===== config.mk =====
export PLATFORM = sky130hd
export DESIGN_NAME = bcd_to_binary
export DESIGN_NICKNAME = d
export VERILOG_FILES = /design/src/rtl/bcd_pkg.sv /design/src/rtl/bcd_digit_corr.sv /design/src/rtl/bcd_to_binary.sv
export SDC_FILE = /design/constraint.sdc
export NUM_CORES = 1
export LEC_CHECK = 0
export BUFFER_PORTS_ARGS = -buffer_cell sky130_fd_sc_hd__buf_2
export CELL_PAD_IN_SITES_DETAIL_PLACEMENT = 1
export CELL_PAD_IN_SITES_GLOBAL_PLACEMENT = 1
export CORE_UTILIZATION = 45
export DETAILED_ROUTE_END_ITERATION = 10
export PLACE_DENSITY_LB_ADDON = 0.1
export SYNTH_ARGS = -nofsm -noshare
export SYNTH_HDL_FRONTEND = slang
export SYNTH_SLANG_ARGS = --single-unit

===== constraint.sdc =====
create_clock -name clk -period 3 [get_ports clk]
set_clock_uncertainty 0.2 [all_clocks]
set_input_delay 0.15 -clock clk [delete_from_list [all_inputs] [get_ports clk]]
set_output_delay 0.15 -clock clk [all_outputs]
set_load 0.03 [all_outputs]

===== src/rtl/bcd_pkg.sv =====
// Shared types and constants for the serial BCD-to-binary converter.
// Digit validity helper lives here so the FSM and any future users agree on it.
package bcd_pkg;

    localparam int unsigned BCD_DIGITS = 3;
    localparam int unsigned BIN_W      = 10;
    localparam int unsigned N_SHIFT    = 10;
    localparam int unsigned DIGIT_MAX  = 9;

    localparam int unsigned BCD_W  = 4 * BCD_DIGITS;
    localparam int unsigned WORK_W = BCD_W + BIN_W;
    localparam int unsigned CNT_W  = $clog2(N_SHIFT + 1);

    typedef enum logic [1:0] {
        StIdle,
        StShift,
        StDone
    } state_e;

    function automatic logic bcd_has_bad_digit(input logic [BCD_W-1:0] b);
        logic bad;
        bad = 1'b0;
        for (int i = 0; i < int'(BCD_DIGITS); i++) begin
            if (b[4*i +: 4] > 4'(DIGIT_MAX)) begin
                bad = 1'b1;
            end
        end
        return bad;
    endfunction

endpackage


===== src/rtl/bcd_digit_corr.sv =====
// Per-digit correction for reverse double-dabble: fields that reached 8 or more
// after the right shift get 3 subtracted (4-bit modular, no borrow out).
module bcd_digit_corr (
    input  logic [3:0] digit_i,
    output logic [3:0] digit_o
);

    always_comb begin
        digit_o = digit_i;
        if (digit_i >= 4'd8) begin
            digit_o = digit_i - 4'd3;
        end
    end

endmodule


===== src/rtl/bcd_to_binary.sv =====
// Three-digit packed BCD to 10-bit binary converter, one shift-and-correct step
// per cycle; invalid digits short-circuit straight to DONE with error set.
module bcd_to_binary
    import bcd_pkg::*;
(
    input  logic             clk,
    input  logic             reset,
    input  logic             start,
    input  logic [BCD_W-1:0] bcd,
    output logic             busy,
    output logic             done,
    output logic [BIN_W-1:0] binary,
    output logic             error
);

    state_e              state_q, state_d;
    logic [WORK_W-1:0]   work_q, work_d;
    logic [CNT_W-1:0]    cnt_q, cnt_d;
    logic [BIN_W-1:0]    binary_q, binary_d;
    logic                error_q, error_d;
    logic                done_q, done_d;
    logic                busy_q, busy_d;

    logic [WORK_W-1:0]   shifted;
    logic [WORK_W-1:0]   corrected;

    assign shifted = work_q >> 1;

    // Binary half passes through; only the BCD fields above it are corrected.
    assign corrected[BIN_W-1:0] = shifted[BIN_W-1:0];

    for (genvar d = 0; d < int'(BCD_DIGITS); d++) begin : g_corr
        bcd_digit_corr u_corr (
            .digit_i (shifted[BIN_W + 4*d +: 4]),
            .digit_o (corrected[BIN_W + 4*d +: 4])
        );
    end

    always_comb begin
        state_d  = state_q;
        work_d   = work_q;
        cnt_d    = cnt_q;
        binary_d = binary_q;
        error_d  = error_q;
        done_d   = 1'b0;

        unique case (state_q)
            StIdle: begin
                if (start) begin
                    if (bcd_has_bad_digit(bcd)) begin
                        binary_d = '0;
                        error_d  = 1'b1;
                        done_d   = 1'b1;
                        state_d  = StDone;
                    end else begin
                        work_d  = {bcd, {BIN_W{1'b0}}};
                        cnt_d   = '0;
                        state_d = StShift;
                    end
                end
            end
            StShift: begin
                work_d = corrected;
                cnt_d  = cnt_q + CNT_W'(1);
                if (cnt_q == CNT_W'(N_SHIFT - 1)) begin
                    binary_d = corrected[BIN_W-1:0];
                    error_d  = 1'b0;
                    done_d   = 1'b1;
                    state_d  = StDone;
                end
            end
            StDone: begin
                state_d = StIdle;
            end
            default: begin
                state_d = StIdle;
            end
        endcase

        busy_d = (state_d != StIdle);
    end

    always_ff @(posedge clk) begin
        if (reset) begin
            state_q  <= StIdle;
            work_q   <= '0;
            cnt_q    <= '0;
            binary_q <= '0;
            error_q  <= 1'b0;
            done_q   <= 1'b0;
            busy_q   <= 1'b0;
        end else begin
            state_q  <= state_d;
            work_q   <= work_d;
            cnt_q    <= cnt_d;
            binary_q <= binary_d;
            error_q  <= error_d;
            done_q   <= done_d;
            busy_q   <= busy_d;
        end
    end

    assign busy   = busy_q;
    assign done   = done_q;
    assign binary = binary_q;
    assign error  = error_q;

endmodule


==> impl_metrics.tcl <==
set metrics [dict create \
    finalCritPeriodShare_pct 72.7 \
    dr.pass1.iters 4 \
    rrSetupSlack_ns 0.93 \
    antenna_found_initial 0 \
    period_minus_slack_ns 2.18 \
    crit_fanout 18 \
    clock_path_buffers 2 \
    leakagePower_nw 0.760 \
    routabilityCongestion 0.713 \
    cts_setup_buffers 0 \
    grt_max_degree 33 \
    die_h_microns 63.4 \
    syn_to_final_growth_pct 16.7 \
    power.density_nw_per_um2 521 \
    place_hpwl_microns 2820 \
    cts_repair_resize_count 0 \
    cts.sinks 40 \
    tightest_slew_ns 0.731 \
    hold_class "input pin to flop" \
    syn_inst 182 \
    final_util_pct 57.0 \
    synth_area_leaders "dfxtp_1 47%, a22o_1 5.2%, a21oi_1 4.4%" \
    final_nets 232 \
    diodes 0 \
    total_power_mw 1.03 \
    ant_nets 0 \
    fmax_mhz 458 \
    grt.total_usage_pct 24.5 \
    cp_slowest_stage_delay_ns 0.52 \
    worstPathRequired_ns 2.94 \
    dr_total_vias 1450 \
    finalMaxSlewViolations 0 \
    die_w_microns 63.4 \
    clkTransAtPathRegs_ns 0.08 \
    yosysTopAreaCell "dfxtp_1" \
    crit_chain "dlygate4sd3_1 > buf_2 > nor3b_1 > nand4_1 > buf_4 > a221oi_1 > a211oi_1" \
    crit_type "input pin to flop" \
    fp-row-count 21 \
    cpLargestDelayFamily "buffers and inverters" \
    wl_microns 4180 \
    synth.distinct_cells 32 \
    setup_viol 0 \
    layout-drive-gt1-share_pct 20.4 \
    cap_viol_max_count 0 \
    clockRootBuffer "clkbuf_8" \
    start_kind "input pin" \
    core_sq_um 3470 \
    die-area_sq_um 4010 \
    stdcell_area_sq_um 1980 \
    boundaryPins 28 \
    grt_pass1_wl_microns 7510 \
    io_buffers 27 \
    yosys_warnings 0 \
    cts_buffers 5 \
    syn_area_sq_um 1690 \
    slowest_stage "dlygate4sd3_1" \
    ys_seq_area_share_pct 47.3 \
    placed_area_sq_um 1870 \
    rsz0062_at_grt "false" \
    grt_overflow 0 \
    cts_tree "done" \
    setup_tns_ns 0 \
    final_cell_mix "40 x dfxtp_1, 27 x buf_2, 16 x nand2_1, 15 x a21oi_1, 13 x nor2_1" \
    critPathArrivalTime_ns 2.12 \
    htree_num_levels 2 \
    via_per_inst 5.64 \
    synth_area_per_cell_sq_um 9.31 \
    vdd_drop_max_mv 0.260 \
    max-slew-margin-rel_pct 51.0 \
    synth_nets 203 \
    drc 0 \
    critPathBufInv 3 \
    post_drt_wl_per_cell_microns 16.3 \
    end_kind "flop" \
    synth.top_cell.area_share_pct 47.3 \
    grt_pass1_vias 1469 \
    layout_commonest_cell "dfxtp_1" \
    outcome "completed" \
    finalHoldViolCount 0 \
    start_util_pct 48.8 \
    ys_ff_latch 40 \
    first_iter_violations 122 \
    clock_latency_ns 0.29 \
]
-- cell type report --
class / instances / area [sq um]
Clock buffer: 5 / 68.8
Clock inverter: 2 / 12.5
Fill cell: 418 / 1490
Inverter: 6 / 22.5
Multi-Input combinational cell: 124 / 820
Sequential cell: 40 / 801
Tap cell: 46 / 57.6
Timing Repair Buffer: 34 / 195
-- state kept, by name, indices dropped and copies added, names as in the netlist --
register / flops
work_q: 21
busy: 1
cnt_q: 4
error: 1
binary: 10
state_q: 2
done: 1
-- worst min-delay path, cell delays in order --
cell and delay [ns]:
buf_2 0.10, a21oi_1 0.11, a221oi_1 0.09
-- worst paths after layout --
check,cells after the start,startpoint,to
max,7,start,work_q[16]
min,3,bcd[0],work_q[10]
max reg2reg,5,state_q[0],work_q[16]
min reg2reg,1,binary[9],binary[9]
-- metal layers --
layer / global-route usage [%] / wire [microns] / vias to the layer above / part of all wire (%)
met4: 9.38 / 59 / 0 / 1.4
met5: 0 / 0 / - / 0
li1: - / - / 717 / -
met3: 7.07 / 135 / 7 / 3.2
met1: 31.2 / 1960 / 704 / 47
met2: 38.7 / 2030 / 22 / 48
-- stage by stage --
step	std cells	worst slack, ns	hold WS [ns]
3_5_place_dp	247	1.03	0.241
5_1_grt	257	0.672	0.0114
2_1_floorplan	182	1.37	0.0860
3_3_place_gp	247	1.16	0.233
6_report	257	0.818	0.00899
4_1_cts	257	0.820	0.00220
-- cells in the mapped netlist --
master	number
dfxtp_1	40
nand2_1	16
a21oi_1	15
nor2_1	13
nand3_1	11
a22o_1	10
a221oi_1	8
nor3_1	7
clkbuf_1	6
ha_1	6
inv_1	6
a31oi_1	5
buf_2	5
xnor2_1	4
a211oi_1	3
nor2b_1	3
o21ai_1	3
a2111oi_0	2
mux2i_1	2
nand2b_1	2
nand4_1	2
nor3_2	2
xor2_1	2
a311oi_1	1
and4_1	1
buf_1	1
nand3b_1	1
nor3b_1	1
nor4b_2	1
nor4b_4	1
o21a_1	1
or3b_4	1
-- report_power, final --
group | leakage (nW) | switching [mW] | total (mW) | internal (mW)
Combinational | 0.396 | 0.0727 | 0.121 | 0.0486
Sequential | 0.324 | 0.0170 | 0.565 | 0.548
Clock | 0.0400 | 0.186 | 0.344 | 0.157
-- logic make-up after synthesis --
group / after synthesis / share of synthesized area (%)
flops: 40 / 47.3
mux: 2 / 1.18
buf+inv: 18 / 4.36
compound gates: 48 / 19.8
fa+ha+maj: 6 / 4.43
simple gates: 62 / 19.9
xor+xnor: 6 / 3.10
-- timing repair --
item | in CTS | in global routing
endpoints found under the setup margin | 0 | 0
hold endpoints to repair | 3 | 0
hold buffers | 3 | 0
Note: power is estimated with default switching activity, not from simulation.
